==> src/rtl/uart_pkg.sv <==
// Shared UART definitions: state encoding, line levels and parity helper.
// Used by both the transmitter and the receiver.
package uart_pkg;

    typedef enum logic [2:0] {
        IDLE   = 3'd0,
        START  = 3'd1,
        DATA   = 3'd2,
        PARITY = 3'd3,
        STOP   = 3'd4
    } uart_state_e;

    localparam logic IDLE_LEVEL  = 1'b1;
    localparam logic START_LEVEL = 1'b0;
    localparam logic STOP_LEVEL  = 1'b1;

    // Even parity bit: makes the total count of ones (data + parity) even.
    function automatic logic even_parity(input logic [7:0] data);
        return ^data;
    endfunction

endpackage

==> src/rtl/uart_tx_if.sv <==
// Handshake and serial-line bundle between a byte producer and uart_tx.
interface uart_tx_if #(
    parameter int DATA_BITS = 8
);
    logic [DATA_BITS-1:0] tx_data;
    logic                 tx_valid;
    logic                 tx_ready;
    logic                 tx_done;
    logic                 uart_tx;

    modport master (
        output tx_data,
        output tx_valid,
        input  tx_ready,
        input  tx_done,
        input  uart_tx
    );

    modport slave (
        input  tx_data,
        input  tx_valid,
        output tx_ready,
        output tx_done,
        output uart_tx
    );
endinterface

==> src/rtl/uart_bit_timer.sv <==
// Free-running bit-period counter held at zero by clear; flags the last
// and second-to-last cycle of each bit period.
module uart_bit_timer #(
    parameter int CLKS_PER_BIT = 234
) (
    input  logic clk,
    input  logic rst_n,
    input  logic clear,
    output logic bit_end,
    output logic bit_near_end
);
    localparam int CW = $clog2(CLKS_PER_BIT);
    localparam logic [CW-1:0] LAST_CNT = CW'(CLKS_PER_BIT - 1);
    localparam logic [CW-1:0] NEAR_CNT = CW'(CLKS_PER_BIT - 2);

    logic [CW-1:0] r_count;

    // Count clock cycles within a bit, wrapping at the end of each bit.
    always_ff @(posedge clk or negedge rst_n) begin
        if (!rst_n) begin
            r_count <= '0;
        end else if (clear || (r_count == LAST_CNT)) begin
            r_count <= '0;
        end else begin
            r_count <= r_count + CW'(1);
        end
    end

    assign bit_end      = (r_count == LAST_CNT);
    // Lets the FSM register tx_done so it lands exactly on the last stop cycle.
    assign bit_near_end = (r_count == NEAR_CNT);

endmodule

==> src/rtl/uart_tx.sv <==
// UART transmitter: start bit, DATA_BITS data bits LSB first, optional even
// parity (macro UART_TX_PARITY_EN), one stop bit.
module uart_tx
    import uart_pkg::*;
#(
    parameter int CLKS_PER_BIT = 234,
    parameter int DATA_BITS    = 8
) (
    input  logic     clk,
    input  logic     rst_n,
    uart_tx_if.slave bus
);
    localparam int IW = $clog2(DATA_BITS);
    localparam logic [IW-1:0] LAST_IDX = IW'(DATA_BITS - 1);

    uart_state_e          r_state;
    logic                 r_line;
    logic                 r_ready;
    logic                 r_done;
    logic [IW-1:0]        r_idx;
    logic [DATA_BITS-1:0] r_shift;
    logic                 w_clear;
    logic                 w_bit_end;
    logic                 w_bit_near_end;

`ifdef UART_TX_PARITY_EN
    logic       r_parity;
    logic [7:0] w_data_ext;

    // Zero-extend the payload so the shared 8-bit parity helper fits any width.
    always_comb begin
        w_data_ext                  = 8'h00;
        w_data_ext[DATA_BITS-1:0]   = bus.tx_data;
    end
`endif

    assign w_clear = (r_state == IDLE);

    uart_bit_timer #(
        .CLKS_PER_BIT (CLKS_PER_BIT)
    ) u_bit_timer (
        .clk          (clk),
        .rst_n        (rst_n),
        .clear        (w_clear),
        .bit_end      (w_bit_end),
        .bit_near_end (w_bit_near_end)
    );

    // Frame sequencer with registered line, ready and done outputs.
    always_ff @(posedge clk or negedge rst_n) begin
        if (!rst_n) begin
            r_state  <= IDLE;
            r_line   <= IDLE_LEVEL;
            r_ready  <= 1'b1;
            r_done   <= 1'b0;
            r_idx    <= '0;
            r_shift  <= '0;
`ifdef UART_TX_PARITY_EN
            r_parity <= 1'b0;
`endif
        end else begin
            r_done <= 1'b0;
            case (r_state)
                IDLE: begin
                    r_line  <= IDLE_LEVEL;
                    r_ready <= 1'b1;
                    if (bus.tx_valid && r_ready) begin
                        r_shift  <= bus.tx_data;
`ifdef UART_TX_PARITY_EN
                        r_parity <= even_parity(w_data_ext);
`endif
                        r_state  <= START;
                        r_line   <= START_LEVEL;
                        r_ready  <= 1'b0;
                    end
                end
                START: begin
                    if (w_bit_end) begin
                        r_state <= DATA;
                        r_line  <= r_shift[0];
                        r_shift <= {1'b0, r_shift[DATA_BITS-1:1]};
                    end
                end
                DATA: begin
                    if (w_bit_end) begin
                        if (r_idx == LAST_IDX) begin
                            r_idx   <= '0;
`ifdef UART_TX_PARITY_EN
                            r_state <= PARITY;
                            r_line  <= r_parity;
`else
                            r_state <= STOP;
                            r_line  <= STOP_LEVEL;
`endif
                        end else begin
                            r_idx   <= r_idx + IW'(1);
                            r_line  <= r_shift[0];
                            r_shift <= {1'b0, r_shift[DATA_BITS-1:1]};
                        end
                    end
                end
`ifdef UART_TX_PARITY_EN
                PARITY: begin
                    if (w_bit_end) begin
                        r_state <= STOP;
                        r_line  <= STOP_LEVEL;
                    end
                end
`endif
                STOP: begin
                    r_done <= w_bit_near_end;
                    if (w_bit_end) begin
                        r_state <= IDLE;
                        r_line  <= IDLE_LEVEL;
                        r_ready <= 1'b1;
                    end
                end
                default: begin
                    r_state <= IDLE;
                    r_line  <= IDLE_LEVEL;
                    r_ready <= 1'b1;
                    r_idx   <= '0;
                end
            endcase
        end
    end

    assign bus.uart_tx  = r_line;
    assign bus.tx_ready = r_ready;
    assign bus.tx_done  = r_done;

endmodule

==> src/flat_wrapper.sv <==
// flat-port wrapper written by rule: the top's interface ports become plain ports
module uart_tx_flat import uart_pkg::*;
#(
    parameter int CLKS_PER_BIT = 234,
    parameter int DATA_BITS    = 8
)
  (clk, rst_n, bus_tx_data, bus_tx_valid, bus_tx_ready, bus_tx_done, bus_uart_tx);
  uart_tx_if #(.DATA_BITS(DATA_BITS)) bus_i ();
  input  logic clk;
  input  logic rst_n;
  input wire logic [$bits(bus_i.tx_data)-1:0] bus_tx_data;
  input wire logic [$bits(bus_i.tx_valid)-1:0] bus_tx_valid;
  output wire logic [$bits(bus_i.tx_ready)-1:0] bus_tx_ready;
  output wire logic [$bits(bus_i.tx_done)-1:0] bus_tx_done;
  output wire logic [$bits(bus_i.uart_tx)-1:0] bus_uart_tx;
  assign bus_i.tx_data = bus_tx_data;
  assign bus_i.tx_valid = bus_tx_valid;
  assign bus_tx_ready = bus_i.tx_ready;
  assign bus_tx_done = bus_i.tx_done;
  assign bus_uart_tx = bus_i.uart_tx;
  uart_tx #(.CLKS_PER_BIT(CLKS_PER_BIT), .DATA_BITS(DATA_BITS)) u_core (.clk(clk), .rst_n(rst_n), .bus(bus_i));
endmodule
==> config.mk <==
export PLATFORM = sky130hd
export DESIGN_NAME = uart_tx_flat
export DESIGN_NICKNAME = d
export VERILOG_FILES = /design/src/rtl/uart_pkg.sv /design/src/rtl/uart_tx_if.sv /design/src/rtl/uart_bit_timer.sv /design/src/rtl/uart_tx.sv /design/src/flat_wrapper.sv
export SDC_FILE = /design/constraint.sdc
export NUM_CORES = 1
export LEC_CHECK = 0
export CORE_ASPECT_RATIO = 1.2
export CORE_MARGIN = 2
export CORE_UTILIZATION = 40
export CTS_CLUSTER_DIAMETER = 150
export DETAILED_ROUTE_END_ITERATION = 10
export DONT_BUFFER_PORTS = 1
export GPL_TIMING_DRIVEN = 0
export PLACE_DENSITY_LB_ADDON = 0.25
export SLEW_MARGIN = 10
export SYNTH_ARGS = -nofsm -noshare
export SYNTH_HDL_FRONTEND = slang
export SYNTH_SLANG_ARGS = --single-unit
==> constraint.sdc <==
create_clock -name clk -period 4.6 [get_ports clk]
set_input_delay 0.69 -clock clk [delete_from_list [all_inputs] [get_ports clk]]
set_output_delay 0.69 -clock clk [all_outputs]
set_load 0.02 [all_outputs]
==> flow_summary.json <==
{
  "run_status": "completed",
  "clock_tree_from_tritoncts": "done",
  "cts_repair_resize_count": 0,
  "power.leakage_nw": 0.6035,
  "detail_route.first_pass.iterations": 4,
  "maximum_resistive_drop_on_vdd_mv": 0.1663,
  "synth.distinct_cells": 36,
  "critical_path_buf_inv_count": 0,
  "die_height_um": 66.93,
  "drt_via_density": 5.395,
  "worst_slew_margin_rel_pct": 38.22,
  "finalWeightedCongestion": 0.8830,
  "final_hold_viol_count": 0,
  "synth-simple-area-share_pct": 15.26,
  "critical_path.slowest_cell": "sky130_fd_sc_hd__a211oi_1",
  "drt_first_iter_violations": 21,
  "synth_sequential_area_ratio_pct": 47.58,
  "synth-adder-area-share_pct": 4.739,
  "globalRoute.totalOverflow": 0,
  "timing.hold.worst.class": "in -> async",
  "grt_setup_unrepaired": "no",
  "r2r-start": "u_core.r_idx[0]",
  "path_clk_slew_ns": 0.15,
  "cts.sink_count": 25,
  "synth.cell_area_um2": 1320,
  "number_of_antenna_violations_at_the_first_check_in_global_routing": 0,
  "total_negative_slack_ns": 0,
  "synthesis.yosys.warnings": 0,
  "avg_cell_area_syn_um2": 10.91,
  "cts-root-buf": "sky130_fd_sc_hd__clkbuf_4",
  "achievable-frequency_mhz": 419.4,
  "port_buffers": 0,
  "synth_cells": 121,
  "grt_start_max_net_pins": 26,
  "timing.critical_path.slowest_cell_delay_ns": 0.46,
  "critical_path_required_ns": 4.83,
  "clkLatencyLatePin_ns": 0.32,
  "post_cts_setup_repair_buffer_count": 0,
  "ys_seq_elements": 25,
  "cts.path.max_buffers": 2,
  "antennaDiodeCount": 0,
  "synth_area_leaders": "sky130_fd_sc_hd__dfrtp_1 44%, sky130_fd_sc_hd__mux2_2 15%, sky130_fd_sc_hd__ha_1 4.7%",
  "remaining_drc_errors": 0,
  "path_class": "reg -> reg",
  "power_density_nw_per_um2": 237.7,
  "synth_xor_xnor_area_share_pct": 3.981,
  "placeable_core_area_um2": 3110,
  "ioPinCount": 14,
  "drt_wl_total_mm": 2.277,
  "crit_path_end_kind": "flop",
  "worstSetupStartpoint": "u_core.r_idx[0]",
  "crit_arrival_ns": 2.61,
  "timing.critical_path.cells": "ha_1, ha_1, o21a_1, a211oi_1, a21boi_4, mux2_2",
  "cts_hold_fix_bufs": 0,
  "compound_gate_fraction_of_synth_area_pct": 9.668,
  "ant_nets": 0,
  "synth_top_cell_area_share_pct": 43.60,
  "setup-violations-final": 0,
  "synthDominantAreaCellType": "sky130_fd_sc_hd__dfrtp_1",
  "drive_gt1_share_pct": 23.81,
  "min_period_ns": 2.384,
  "die_wd_um": 56.44,
  "pre_cts_ws_ns": 2.286,
  "nets": 143,
  "vias_in_the_first_global_route": 948,
  "maxCapViolations": 0,
  "area_delta_synth_final_pct": 6.256,
  "core.rowCount": 22,
  "total_number_of_vias": 874,
  "start_kind": "flop",
  "syn_nets": 137,
  "postLayoutSetupSlackWorst_ns": 2.216,
  "cts-htree-levels": 1,
  "tritoncts.num_buffers": 3,
  "grt_pass1_wl_mm": 4.077,
  "critPathMaxFanout": 8,
  "track_usage_pct": 13.81,
  "clock-skew-final_ns": 0.01514,
  "dieArea_um2": 3778,
  "avgRoutedWirePerCell_um": 14.06,
  "synth_top_family_by_area": "multiplexers",
  "slew_viols_final": 0,
  "synth.area.mux_share_pct": 15.36,
  "crit_path_frequent_cell": "sky130_fd_sc_hd__ha_1",
  "critPathTopFamily": "compound AO/OA/AOI/OAI gates",
  "fin_crit_sh_pct": 51.83,
  "starting_density_of_the_core_pct": 42.44,
  "tightest_slew_ns": 0.9139,
  "place.detailed.hpwl_mm": 1.676,
  "n_fill_cell": 295
}
cell type report:
cell class | count | area, um2 | area share (%)
multi-input cells | 85 | 646.9 | 46.12
flip-flops and latches | 25 | 628.1 | 44.78
well taps | 36 | 45.04 | 3.211
plain buffers | 6 | 26.28 | 1.873
clock buffers | 3 | 22.52 | 1.606
inverters | 5 | 18.77 | 1.338
repair buffers | 1 | 10.01 | 0.7136
clock inverters | 1 | 5.005 | 0.3568
synth_stat cells:
library cell / instances
sky130_fd_sc_hd__nand2_1: 5
sky130_fd_sc_hd__a31oi_1: 1
sky130_fd_sc_hd__o31ai_1: 1
sky130_fd_sc_hd__o32ai_1: 1
sky130_fd_sc_hd__a21oi_2: 1
sky130_fd_sc_hd__xnor2_1: 4
sky130_fd_sc_hd__o41ai_1: 1
sky130_fd_sc_hd__nor2_1: 13
sky130_fd_sc_hd__or3_1: 1
sky130_fd_sc_hd__dfrtp_1: 23
sky130_fd_sc_hd__nand2b_1: 2
sky130_fd_sc_hd__nor2b_1: 1
sky130_fd_sc_hd__xor2_1: 2
sky130_fd_sc_hd__o21a_1: 2
sky130_fd_sc_hd__nand3_1: 5
sky130_fd_sc_hd__nor4_1: 2
sky130_fd_sc_hd__a21boi_4: 1
sky130_fd_sc_hd__or2_2: 1
sky130_fd_sc_hd__a21oi_1: 5
sky130_fd_sc_hd__o21ai_0: 1
sky130_fd_sc_hd__nand4_1: 1
sky130_fd_sc_hd__a21o_1: 1
sky130_fd_sc_hd__nor3_1: 1
sky130_fd_sc_hd__ha_1: 5
sky130_fd_sc_hd__nand3b_1: 2
sky130_fd_sc_hd__clkbuf_1: 3
sky130_fd_sc_hd__nor4b_1: 1
sky130_fd_sc_hd__a32oi_1: 1
sky130_fd_sc_hd__and3_1: 2
sky130_fd_sc_hd__or4b_1: 1
sky130_fd_sc_hd__or4_1: 1
sky130_fd_sc_hd__buf_2: 3
sky130_fd_sc_hd__mux2_2: 18
sky130_fd_sc_hd__inv_1: 5
sky130_fd_sc_hd__dfstp_2: 2
sky130_fd_sc_hd__a211oi_1: 1
power breakdown:
group          internal (mW)  switching (mW)
Combinational        0.00527         0.00399
Sequential             0.223         0.00172
Clock                 0.0325          0.0664
worst register-to-register path, delay by kind of cell, from the launching register on:
family / cells / cell delay [ns]
AO/OA/AOI/OAI: 3 / 1.04
adder cells (fa/ha/maj): 2 / 0.45
multiplexers: 1 / 0.38
flip-flops: 1 / 0.43
final timing paths:
path | end | slack, ns | cells after the start
worst max-delay path | u_core.r_shift[5] | 2.22 | 6
worst min-delay path | u_core.bus.tx_done | 0.05 | 0
worst max register to register | u_core.r_shift[5] | 2.22 | 6
worst min register to register | u_core.r_shift[6] | 0.53 | 1
max in group asynchronous | u_core.r_shift[7] | 3.42 | 1
min in group clk | u_core.r_shift[7] | 0.53 | 2
state kept, by name (all words and copies together) (netlist names):
signal,cells
u_core.u_bit_timer.r_count,8
u_core.r_idx,3
u_core.r_shift,8
u_core.bus.tx_ready,1
u_core.bus.uart_tx,1
u_core.bus.tx_done,1
u_core.r_state,3
layout by cell type, fill, tap and decap left out, types with 2 or more instances in the layout:
cell / Yosys / layout
sky130_fd_sc_hd__nand3b_1: 2 / 2
sky130_fd_sc_hd__inv_1: 5 / 5
sky130_fd_sc_hd__a21oi_1: 5 / 5
sky130_fd_sc_hd__o21a_1: 2 / 2
sky130_fd_sc_hd__and3_1: 2 / 2
sky130_fd_sc_hd__clkbuf_1: 3 / 3
sky130_fd_sc_hd__clkbuf_4: 0 / 3
sky130_fd_sc_hd__buf_2: 3 / 3
sky130_fd_sc_hd__nand2b_1: 2 / 2
sky130_fd_sc_hd__nor2_1: 13 / 13
sky130_fd_sc_hd__xor2_1: 2 / 2
sky130_fd_sc_hd__xnor2_1: 4 / 4
sky130_fd_sc_hd__nor4_1: 2 / 2
sky130_fd_sc_hd__dfstp_2: 2 / 2
sky130_fd_sc_hd__nand3_1: 5 / 5
sky130_fd_sc_hd__dfrtp_1: 23 / 23
sky130_fd_sc_hd__nand2_1: 5 / 5
sky130_fd_sc_hd__mux2_2: 18 / 18
sky130_fd_sc_hd__ha_1: 5 / 5
cell families after synthesis:
kind of cell / after synthesis
adder cells (fa/ha/maj): 5
flip-flops: 25
multiplexers: 18
buffers and inverters: 11
XOR/XNOR: 6
AND/OR/NAND/NOR: 39
AO/OA/AOI/OAI: 17
layer usage:
metal,GRT usage [%],vias up,wire length [um]
li1,-,436,-
met1,16.03,417,1062
met2,23.40,17,1081
met3,4.078,4,100
met4,6.250,0,32
met5,0,-,0
per-stage QoR:
stage	hold slack [ns]	util [%]	power, mW	instances	area, um2
final	0.05393	45.09	0.3333	162	1403
after global routing	0.01793	45.09	0.3513	162	1403
after CTS	0.02390	44.77	0.3356	161	1393
after detailed placement	0.3955	43.89	0.2359	157	1365
after global placement	0.3953	43.89	0.2352	157	1365
after floorplan	0.3944	-	0.2345	121	1320
Note: power is estimated with default switching activity, not from simulation.
